`config.mk`:
```
export PLATFORM = sky130hd
export DESIGN_NAME = phase_uncomp
export DESIGN_NICKNAME = d
export VERILOG_FILES = /design/src/rtl/pfb_pkg.sv /design/src/rtl/sdp_ram.sv /design/src/rtl/phase_uncomp.sv
export SDC_FILE = /design/constraint.sdc
export NUM_CORES = 1
export LEC_CHECK = 0
export ABC_AREA = 1
export BUFFER_PORTS_ARGS = -buffer_cell sky130_fd_sc_hd__buf_2
export CAP_MARGIN = 20
export CORE_MARGIN = 2
export CORE_UTILIZATION = 50
export DETAILED_ROUTE_END_ITERATION = 8
export PLACE_DENSITY = 0.74
export SYNTH_ARGS = -nofsm -noshare
export SYNTH_HDL_FRONTEND = slang
export SYNTH_HIERARCHICAL = 1
export SYNTH_SLANG_ARGS = --single-unit
```
`constraint.sdc`:
```
create_clock -name clk -period 3.55 [get_ports clk]
set_input_delay 0.5325 -clock clk [delete_from_list [all_inputs] [get_ports clk]]
set_output_delay 0.5325 -clock clk [all_outputs]
set_load 0.005 [all_outputs]
```
`src/rtl/pfb_pkg.sv`:
```
// Shared definitions for the polyphase filter bank
// phase compensation and uncompensation stages.
package pfb_pkg;

  localparam int PFB_M     = 8;
  localparam int PFB_D     = 6;
  localparam int PFB_WIDTH = 16;

  typedef enum logic [1:0] {
    PRIME,
    FILLA,
    FILLB
  } pfb_state_t;

  // Modular add by compare-subtract; a, b < m.
  function automatic int wrap_add(
    input int a,
    input int b,
    input int m
  );
    int t;
    t = a + b;
    return (t >= m) ? t - m : t;
  endfunction

endpackage

```
`src/rtl/sdp_ram.sv`:
```
// Simple dual-port RAM: one write port and one
// registered read port that holds its last value.
module sdp_ram #(
  parameter int DEPTH = 16,
  parameter int WIDTH = 16
) (
  input  logic                     clk,
  input  logic                     rst,
  input  logic                     we,
  input  logic [$clog2(DEPTH)-1:0] waddr,
  input  logic [WIDTH-1:0]         wdata,
  input  logic                     re,
  input  logic [$clog2(DEPTH)-1:0] raddr,
  output logic [WIDTH-1:0]         rdata
);

  logic [WIDTH-1:0] mem [DEPTH];

  // storage write; contents survive reset
  always_ff @(posedge clk) begin
    if (we) mem[waddr] <= wdata;
  end

  // registered read, cleared by reset, held when idle
  always_ff @(posedge clk) begin
    if (rst) rdata <= '0;
    else if (re) rdata <= mem[raddr];
  end

endmodule

```
`src/rtl/phase_uncomp.sv`:
```
// Undoes the per-frame circular shift applied on the
// analysis side using a ping-pong frame buffer.
module phase_uncomp
  import pfb_pkg::*;
#(
  parameter int M     = PFB_M,
  parameter int D     = PFB_D,
  parameter int WIDTH = PFB_WIDTH
) (
  input  logic             clk,
  input  logic             rst,
  input  logic [WIDTH-1:0] din,
  input  logic             din_valid,
  output logic [WIDTH-1:0] dout,
  output logic             dout_valid,
  output logic             dout_sof
);

  localparam int AW = $clog2(2 * M);
  localparam logic [AW-1:0] MOFF = AW'(M);
  localparam logic [AW-1:0] LAST = AW'(M - 1);

  pfb_state_t    state;
  logic [AW-1:0] widx;
  logic [AW-1:0] ridx;
  logic [AW-1:0] s;
  logic [AW-1:0] s_nxt;
  logic [AW-1:0] r_nxt;
  logic [AW-1:0] waddr;
  logic [AW-1:0] raddr;
  logic          acc;
  logic          rd;
  logic          wlast;

  // accept/read qualifiers and bank-relative addresses
  always_comb begin
    acc   = din_valid & ~rst;
    rd    = acc & (state != PRIME);
    wlast = (widx == LAST);
    s_nxt = AW'(wrap_add(int'(s), M - D, M));
    r_nxt = AW'(wrap_add(int'(ridx), 1, M));
    waddr = (state == FILLB) ? widx + MOFF : widx;
    raddr = (state == FILLA) ? ridx + MOFF : ridx;
  end

  // frame FSM, write/read indices and shift offset
  always_ff @(posedge clk) begin
    if (rst) begin
      state      <= PRIME;
      widx       <= '0;
      ridx       <= '0;
      s          <= '0;
      dout_valid <= 1'b0;
      dout_sof   <= 1'b0;
    end else begin
      dout_valid <= rd;
      dout_sof   <= rd & (widx == '0);
      if (acc) begin
        widx <= wlast ? '0 : widx + 1'b1;
        if (rd) ridx <= r_nxt;
        if (wlast) begin
          unique case (state)
            PRIME: begin
              state <= FILLB;
              ridx  <= s;
            end
            FILLB: begin
              state <= FILLA;
              s     <= s_nxt;
              ridx  <= s_nxt;
            end
            FILLA: begin
              state <= FILLB;
              s     <= s_nxt;
              ridx  <= s_nxt;
            end
            default: state <= PRIME;
          endcase
        end
      end
    end
  end

  sdp_ram #(
    .DEPTH (2 * M),
    .WIDTH (WIDTH)
  ) u_ram (
    .clk   (clk),
    .rst   (rst),
    .we    (acc),
    .waddr (waddr),
    .wdata (din),
    .re    (rd),
    .raddr (raddr),
    .rdata (dout)
  );

endmodule

```
==> results of run 1 <==
-- layer usage --
layer / track usage / part of all wire / up-vias
met4: 0.0854 / 0.041 / 0
met1: 0.326 / 0.41 / 3854
met2: 0.372 / 0.46 / 378
li1: - / - / 3681
met5: 0 / 0 / -
met3: 0.0285 / 0.081 / 74
-- power by group through the flow --
stage / combinational (W) / clock, W / sequential [W]
floorplan: 0.0000440 / 0 / 0.00377
global placement: 0.000128 / 0 / 0.00377
detailed placement: 0.000131 / 0 / 0.00377
CTS: 0.000132 / 0.00324 / 0.00370
global route: 0.000145 / 0.00336 / 0.00370
finish: 0.000133 / 0.00321 / 0.00370
-- flip-flops by register name (all words and copies together), names as in the netlist --
register / cells
u_ram/rdata: 16
s: 3
dout_valid: 1
widx: 4
dout_sof: 1
u_ram/mem: 256
ridx: 4
state: 2
-- cells in the mapped netlist, drive strengths merged --
cell type,instances
inv,38
nand2,371
a21oi,4
a22o,1
a211oi,1
nor4,1
nand3,216
o22ai,1
nor2,63
dfxtp,31
xor2,5
edfxtp,256
o21ai,3
ha,9
clkbuf,14
or2,1
nand4,2
buf,42
nand3b,3
-- cell type report --
class                   instances  area share
clock inverters                15      0.0133
flip-flops and latches        287       0.625
inverters                      38      0.0110
well taps                     319      0.0300
repair buffers                 53      0.0269
clock buffers                  41      0.0642
multi-input cells             681       0.229
-- metrics by stage --
step / instance area, sq um / power (W) / worst slack (ns) / instances
floorplan: 11900 / 0.00382 / 1.42 / 1062
global placement: 12300 / 0.00390 / 1.10 / 1378
detailed placement: 12300 / 0.00390 / 1.02 / 1378
CTS: 13300 / 0.00707 / 1.03 / 1434
global route: 13300 / 0.00721 / 0.881 / 1434
finish: 13300 / 0.00704 / 1.01 / 1434
-- worst paths after layout --
check / end / slack [ns]
setup / recovery: u_ram/mem[14][10] / 1.01
hold / removal: widx[2] / 0.36
setup reg to reg: u_ram/mem[14][10] / 1.01
hold reg to reg: s[2] / 0.53
-- worst register-to-register path: cells and delay by family, from the launching register on --
kind	cells	cell delay, ns
xor+xnor	1	0.36
fa+ha+maj	1	0.22
flops	1	0.37
simple gates	2	1.10
buf+inv	1	0.09
-- cell families after synthesis --
logic type,Yosys count,share of synthesized area
DFF,287,0.699
xor gates and xnor gates,5,0.00369
AOI/OAI and AO/OA,10,0.00484
and+or+nand+nor,657,0.235
adders and majority gates,9,0.00948
buffers and inverters,94,0.0478
==> summary.txt, run 1 <==
Global routing
  – Initial antenna violation count: 0
  – Vias in the first global route: between 7k and 8k
  – Gr usage total: 0.231
  – Largest net degree at the start of global routing: between 100 and 150
  – First-pass GRT wire length: 43,000 um
  – Grt total ovfl: 0

Power and ir drop
  – Worst IR Drop VDD: 0.497 mV
  – Power share of the combinational group: 0.019
  – P per Cell Area: 530 nW/um^2
  – Internal power: 0.00568 W
  – Switch share: 0.193
  – Clock power frac: 0.456
  – Seq pwr share: 0.526
  – Sw Pwr: 0.00136 W
  – LEAKAGE: 5.01 nW

STA
  – RSZ-0062 raised after global routing: no
  – Worst Tran Pin Value: between 0.9 and 1 ns
  – Fin. Hold Viols: 0
  – Layout Skew: 0.00845 ns
  – Final hold slack: about 0.36 ns
  – Setup Total Neg Slack: 0 ns
  – Fmax: 0.394 GHz
  – Max_slew headroom: 0.336
  – Max Slew Vio Count: 0
  – Final setup vio count: 0
  – Tcrit/Tclk final: 0.714
  – Min Tclk post-route: roughly 2.5 ns

Placement
  – GP Congestion: 0.858
  – Hpwl dp: 16,300 um
  – I/O Buffers: 36

Worst setup path
  – Origin of the critical flop-to-flop path: state[0]
  – Crit path launch: state[0]
  – WP data required: ~3.7 ns
  – Buffers and inverters on the worst path: 1
  – WP data arrival: 2.70 ns
  – Worst setup path class: register to register
  – Crit path depth: 5
  – Reg2Reg Depth: 5
  – Top Family by Delay on Critical Path: simple AND/OR/NAND/NOR gates
  – Critical path endpoint category: register
  – Critical-path top delay cell: nor2_2
  – Critical path fanouts, max: 16
  – CP peak stage delay: 0.82 ns
  – CP Launch Type: register
  – Critical Path, Cell by Cell: inv_1 -> ha_1 -> xor2_1 -> nand3_1 -> nor2_2

CTS
  – Post-cts sizing count: 0
  – Clock buffer depth: 3
  – Clk Latency, worst-skew pair: around 0.55 ns
  – Clock-pin transition on the worst setup and hold timing paths: 0.06 ns
  – Clock sinks: 287
  – Hold buffers post-CTS: 0
  – CTS tree: built
  – H-tree depth: 1
  – Root Driver: clkbuf_16
  – Setup Buffers After CTS: 0
  – Inserted Clock Buffers: 30

Detailed routing
  – TritonRoute pass-1 iters: 8
  – Final ANT Viol Nets: 0
  – DRC: 0
  – Iteration-0 DRC Markers: 954
  – Total wire length: ~28,000 um
  – Via/cell ratio: ~5.6
  – Average wire per standard cell: between 15 and 20 um
  – Vias: 7,987

Flow run
  – Max Cap Viol: 0

Hold path
  – Worst hold path cell count: 3
  – Hold Path Class: input port to register
  – Hold Crit Start: din_valid

Logic synthesis
  – Register area share after synthesis: 0.699
  – Cell Area, Synth: 11,900 sq um
  – Count of cell types in the netlist: 28
  – Top cells by area, synth: edfxtp_1, nand2_1, nand3_1
  – Yosys warning count: 6
  – Area fraction of the dominant cell type after synthesis: 0.647
  – Post-synth top area cell: edfxtp_1
  – Post-Synthesis Cells: 1,062
  – Post-Syn Area per Cell: 11.2 sq um
  – Yosys reg bits: between 200 and 300
  – Mapped Nets: 1,090

Floorplan
  – Die span in x: 158 um
  – Io pins: 37
  – Starting Density: 0.508
  – Row count: 56
  – Die Ht: approximately 160 um
  – Core ar.: 23,400 sq um
  – Die ar.: 25,000 sq um

Finish
  – Inserted Diodes: 0
  – Commonest non-fill, non-tap cell in the layout: nand2_1
  – # fillers: ~2.0k
  – Nets: roughly 1.1k
  – Area of the multi-input gates: a little over 3000 sq um
  – Register area: roughly 8300 sq um
  – Final core occ: 0.568
  – Area grow syn2layout: 11.9%
  – Commonest cells after routing, fill and taps aside: nand2_1, edfxtp_1, nand3_1, nor2_1, buf_2
  – Layout cells sized above 1: 0.117

Run status
  – Status: complete, no violations
Note: power is estimated with default switching activity, not from simulation.
==> run 2, diff against run 1 <==
--- a/config.mk
+++ b/config.mk
@@ -11,7 +11,7 @@
 export CORE_MARGIN = 2
 export CORE_UTILIZATION = 50
 export DETAILED_ROUTE_END_ITERATION = 8
-export PLACE_DENSITY = 0.74
+export PLACE_DENSITY = 0.77
 export SYNTH_ARGS = -nofsm -noshare
 export SYNTH_HDL_FRONTEND = slang
 export SYNTH_HIERARCHICAL = 1
==> constraint.sdc (replaced) <==
create_clock -name clk -period 2.2 [get_ports clk]
set_input_delay 0.33 -clock clk [delete_from_list [all_inputs] [get_ports clk]]
set_output_delay 0.33 -clock clk [all_outputs]
set_load 0.005 [all_outputs]
==> run 2 against run 1 <==
The run now ends with negative setup slack left. Die area unchanged. Wire length decreased by 1.9%. Critical path depth unchanged. Setup slack got worse by 1.2 ns.
==> summary.txt, run 2 (synthesized netlist as in run 1, its figures left out) <==
CTS
  – Hold buffers post-CTS: 0
  – Inserted Clock Buffers: 27
  – Root Driver: clkbuf_16
  – Clock sinks: 287
  – Clock buffer depth: 3
  – Clock-pin transition on the worst setup and hold timing paths: roughly 0.060 ns
  – CTS tree: built
  – H-tree depth: 1
  – Clk Latency, worst-skew pair: about 0.53 ns

Global routing
  – Grt total ovfl: 0
  – Vias in the first global route: between 7k and 8k
  – Gr usage total: 0.227
  – First-pass GRT wire length: 42,200 um
  – Initial antenna violation count: 0
  – Largest net degree at the start of global routing: 81

STA
  – Layout Skew: roughly 0.012 ns
  – RSZ-0062 raised after global routing: yes
  – Final setup vio count: between 40 and 50
  – Max_slew headroom: 0.397
  – Fmax: about 0.42 GHz
  – Setup slack after layout: -0.157 ns
  – Worst Tran Pin Value: approximately 0.90 ns
  – Setup Total Neg Slack: -5.70 ns
  – Max Slew Vio Count: 0
  – Min Tclk post-route: approximately 2.4 ns
  – Fin. Hold Viols: 0
  – Tcrit/Tclk final: 1.07

Power and ir drop
  – Seq pwr share: 0.557
  – Switch share: 0.196
  – Worst IR Drop VDD: 0.866 mV
  – P per Cell Area: between 700 and 800 nW/um^2
  – Power share of the combinational group: 0.022
  – Clock power frac: 0.420
  – Internal power: 0.00861 W
  – Sw Pwr: 0.00210 W
  – Total power: 0.0107 W
  – LEAKAGE: 5.09 nW

Placement
  – I/O Buffers: 36
  – Post-DP Area: 12,500 sq um
  – Hpwl dp: 17,200 um
  – Placed Cells: between 1k and 1.5k
  – GP Congestion: 0.978
  – Placement Setup Slack: -0.132 ns

Finish
  – Area grow syn2layout: 13.1%
  – Commonest non-fill, non-tap cell in the layout: nand2_1
  – Max reg flops: 256
  – # fillers: about 1.9k
  – Biggest regs: u_ram/mem (256), u_ram/rdata (16)
  – Largest Register: u_ram/mem
  – Layout cells sized above 1: 0.130
  – Nets: 1,136
  – Commonest cells after routing, fill and taps aside: nand2_1, edfxtp_1, nand3_1, nor2_1, buf_2
  – Inserted Diodes: 0
  – Post-route cell area: 13,400 sq um
  – Finished Layout Cells: 1,447

Floorplan
  – Die span in x: ~160 um
  – Die Ht: roughly 160 um
  – Row count: 56
  – Core ar.: 23,400 sq um
  – Io pins: 37
  – Starting Density: 0.508
  – Die ar.: approximately 25,000 sq um

Worst setup path
  – Worst setup path class: register to register
  – Critical path endpoint category: register
  – Critical path fanouts, max: 16
  – CP Launch Type: register
  – WP data arrival: 2.51 ns
  – WP data required: 2.35 ns

Run status
  – Failing checks: negative setup slack
  – Status: complete, but fails checks

Detailed routing
  – Vias: 7,840
  – DRC: 0
  – Average wire per standard cell: between 15 and 20 um
  – Total wire length: 27,500 um
  – Iteration-0 DRC Markers: 945
  – Via/cell ratio: 5.42
  – TritonRoute pass-1 iters: 6
  – Final ANT Viol Nets: 0

Hold path
  – Hold Path Class: input port to register

Flow run
  – Max Cap Viol: 0
## run 2: stage by stage
stage / hold WS (ns) / utilization
CTS: 0.0967 / 0.571
global route: 0.133 / 0.574
global placement: 0.510 / 0.533
floorplan: 0.399 / -
detailed placement: 0.518 / 0.533
finish: 0.114 / 0.574
## run 2: critical path, stage by stage, from the launching register on
cell and delay (ns):
dfxtp_1 0.36, inv_1 0.08, ha_1 0.22, xor2_1 0.22, nand3b_1 0.34, nor2_2 0.76
## run 2: layer usage
layer  up-vias  share of wire  global-route usage
li1       3725              -                   -
met1      3711           0.37               0.280
met4         0          0.033              0.0875
met5         -              0                   0
met2       335           0.53               0.408
met3        69          0.068              0.0274
## run 2: layout make-up
class,count,area [sq um],area share
clock buffers,34,774,0.0576
clock inverters,15,103,0.00763
inverters,38,146,0.0109
multi-input cells,681,3070,0.229
flip-flops and latches,287,8310,0.618
well taps,319,399,0.0297
repair buffers,73,633,0.0471
## run 2: what timing repair did
item | in CTS | in global routing
endpoints found under the setup margin | 128 | 96
buffers inserted | 0 | 3
gates resized for setup | 2 | 4
pin swaps | 0 | 3
endpoints found under the hold margin | 0 | 0
cloned | 0 | 0
## run 2: path summary, 6_finish.rpt
check | from | end | slack, ns | cells past startpoint
min reg2reg | s[2] | s[2] | 0.52 | 2
max | state[0] | u_ram/mem[4][4] | -0.16 | 5
max reg2reg | state[0] | u_ram/mem[4][4] | -0.16 | 5
min | din_valid | ridx[1] | 0.11 | 4
## run 2: power by group through the flow
stage | clock, W | combinational (W) | sequential, W
final | 0.00450 | 0.000240 | 0.00597
after global routing | 0.00477 | 0.000259 | 0.00597
after CTS | 0.00458 | 0.000234 | 0.00597
after detailed placement | 0 | 0.000231 | 0.00609
after global placement | 0 | 0.000226 | 0.00608
after floorplan | 0 | 0.0000710 | 0.00609
==> run 3, diff against run 2 <==
==> constraint.sdc (replaced) <==
create_clock -name clk -period 2.2 [get_ports clk]
set_input_delay 0.44 -clock clk [delete_from_list [all_inputs] [get_ports clk]]
set_output_delay 0.44 -clock clk [all_outputs]
set_load 0.005 [all_outputs]
==> run 3 against run 2 <==
The flow now finishes without violations. Hold slack better by 0.084 ns. Global-route usage decreased by 0.65 points. Clock-buffer cell count up 8. Die area stayed put. Cell area fell by 1.0%. Maximum frequency is 20% higher. Clock skew decreased by 0.0024 ns.
==> summary.txt, run 3 (synthesized netlist as in run 1, its figures left out) <==
Floorplan
  – Starting Density: 0.508
  – Die ar.: about 25,000 sq um
  – Die Ht: between 150 and 200 um
  – Row count: 56
  – Die span in x: 158 um
  – Io pins: 37
  – Core ar.: 23,400 sq um

Placement
  – GP Congestion: ~0.9
  – Hpwl dp: between 15,000 and 20,000 um
  – I/O Buffers: 36

Global routing
  – Initial antenna violation count: 0
  – Vias in the first global route: 7,733
  – Gr usage total: 0.220
  – Grt total ovfl: 0
  – Largest net degree at the start of global routing: around 130
  – First-pass GRT wire length: about 42,000 um

Power and ir drop
  – Clock power frac: 0.406
  – Seq pwr share: 0.573
  – Total power: 0.0104 W
  – P per Cell Area: 783 nW/um^2
  – Worst IR Drop VDD: 0.604 mV
  – Power share of the combinational group: 0.021
  – Sw Pwr: 0.00206 W
  – Switch share: 0.198
  – Internal power: ~0.0084 W
  – LEAKAGE: 5.01 nW

CTS
  – Clk Latency, worst-skew pair: 0.55 ns
  – Inserted Clock Buffers: 28
  – Clock-pin transition on the worst setup and hold timing paths: about 0.060 ns
  – Post-cts sizing count: 0
  – Hold buffers post-CTS: 0
  – Clock sinks: 287
  – H-tree depth: 1
  – Setup Buffers After CTS: 0
  – CTS tree: built
  – Clock buffer depth: 3
  – Root Driver: clkbuf_16

Detailed routing
  – Average wire per standard cell: around 19 um
  – Iteration-0 DRC Markers: 782
  – TritonRoute pass-1 iters: 5
  – Vias: about 7.9k
  – Via/cell ratio: 5.50
  – Final ANT Viol Nets: 0
  – Total wire length: 26,900 um
  – DRC: 0

STA
  – Worst Tran Pin Value: 0.617 ns
  – Min Tclk post-route: roughly 2.0 ns
  – Fmax: about 0.51 GHz
  – Layout Skew: 0.00925 ns
  – Max_slew headroom: 0.589
  – Final setup vio count: 0
  – Tcrit/Tclk final: 0.894
  – Setup Total Neg Slack: 0 ns
  – Max Slew Vio Count: 0
  – RSZ-0062 raised after global routing: no
  – Fin. Hold Viols: 0

Run status
  – Status: complete, no violations

Finish
  – Max reg flops: 256
  – Inserted Diodes: 0
  – Area of the multi-input gates: 3050 sq um
  – Biggest regs: u_ram/mem (256), u_ram/rdata (16)
  – Layout cells sized above 1: 0.120
  – Register area: between 8000 and 9000 sq um
  – Nets: 1,135
  – Area grow syn2layout: 12.0%
  – Commonest cells after routing, fill and taps aside: nand2_1, edfxtp_1, nand3_1, nor2_1, buf_2
  – # fillers: 1,884
  – Largest Register: u_ram/mem
  – Commonest non-fill, non-tap cell in the layout: nand2_1

Worst setup path
  – Critical-path top delay cell: dfxtp_1
  – CP Launch Type: register
  – Critical path endpoint category: register
  – Critical Path, Cell by Cell: inv_1 -> ha_1 -> xor2_2 -> nand3b_1 -> nor2_2 -> buf_4
  – WP data arrival: 2.21 ns
  – Top Family by Delay on Critical Path: simple AND/OR/NAND/NOR gates
  – Critical path fanouts, max: 11
  – WP data required: 2.45 ns
  – CP peak stage delay: roughly 0.36 ns
  – Buffers and inverters on the worst path: 2
  – Worst setup path class: register to register

Hold path
  – Hold Path Class: input port to register

Flow run
  – Max Cap Viol: 0
## run 3: cell types whose count changed in the layout (fill, tap and decap cells not counted), moves of 2 or more
cell	delta
clkinv_1	-2
buf_12	-2
nor2_2	+5
clkbuf_1	+12
inv_4	-2
nor2_4	-5
clkbuf_8	-3
clkinv_2	-3
## run 3: power groups by stage
stage	Clock (W)	Combinational (W)	Sequential, W
after detailed placement	0	0.000223	0.00609
after CTS	0.00429	0.000223	0.00597
after global routing	0.00450	0.000242	0.00597
after floorplan	0	0.0000710	0.00609
after global placement	0	0.000217	0.00608
final	0.00423	0.000220	0.00597
## run 3: area by class of cell
cell class | count | area share
multi-input cells | 681 | 0.230
inverters | 38 | 0.0110
clock buffers | 42 | 0.0566
repair buffers | 71 | 0.0446
well taps | 319 | 0.0300
flip-flops and latches | 287 | 0.625
clock inverters | 7 | 0.00329
## run 3: routing by layer
metal / global-route usage / wire length [um]
met1: 0.285 / 10400
met2: 0.380 / 13600
met3: 0.0350 / 2030
met4: 0.0759 / 861
met5: 0 / 0
## run 3: final timing paths
check                              start               end  slack, ns  depth (start not counted)
worst max-delay path            state[0]  u_ram/mem[6][12]       0.23                          6
worst min-delay path                 rst              s[1]       0.20                          2
worst max register to register  state[0]  u_ram/mem[6][12]       0.23                          6
worst min register to register      s[2]              s[2]       0.53                          2
## run 3: metrics by stage
| stage | setup slack [ns] | cells | hold slack [ns] | instance area [sq um] | utilization |
|---|---|---|---|---|---|
| 4_1_cts | 0.149 | 1445 | 0.197 | 13300 | 0.568 |
| 5_1_grt | 0.123 | 1445 | 0.229 | 13300 | 0.568 |
| 6_report | 0.234 | 1445 | 0.198 | 13300 | 0.568 |
| 3_5_place_dp | 0.163 | 1396 | 0.523 | 12500 | 0.534 |
| 3_3_place_gp | 0.261 | 1396 | 0.513 | 12500 | 0.534 |
| 2_1_floorplan | 0.0710 | 1062 | 0.483 | 11900 | - |
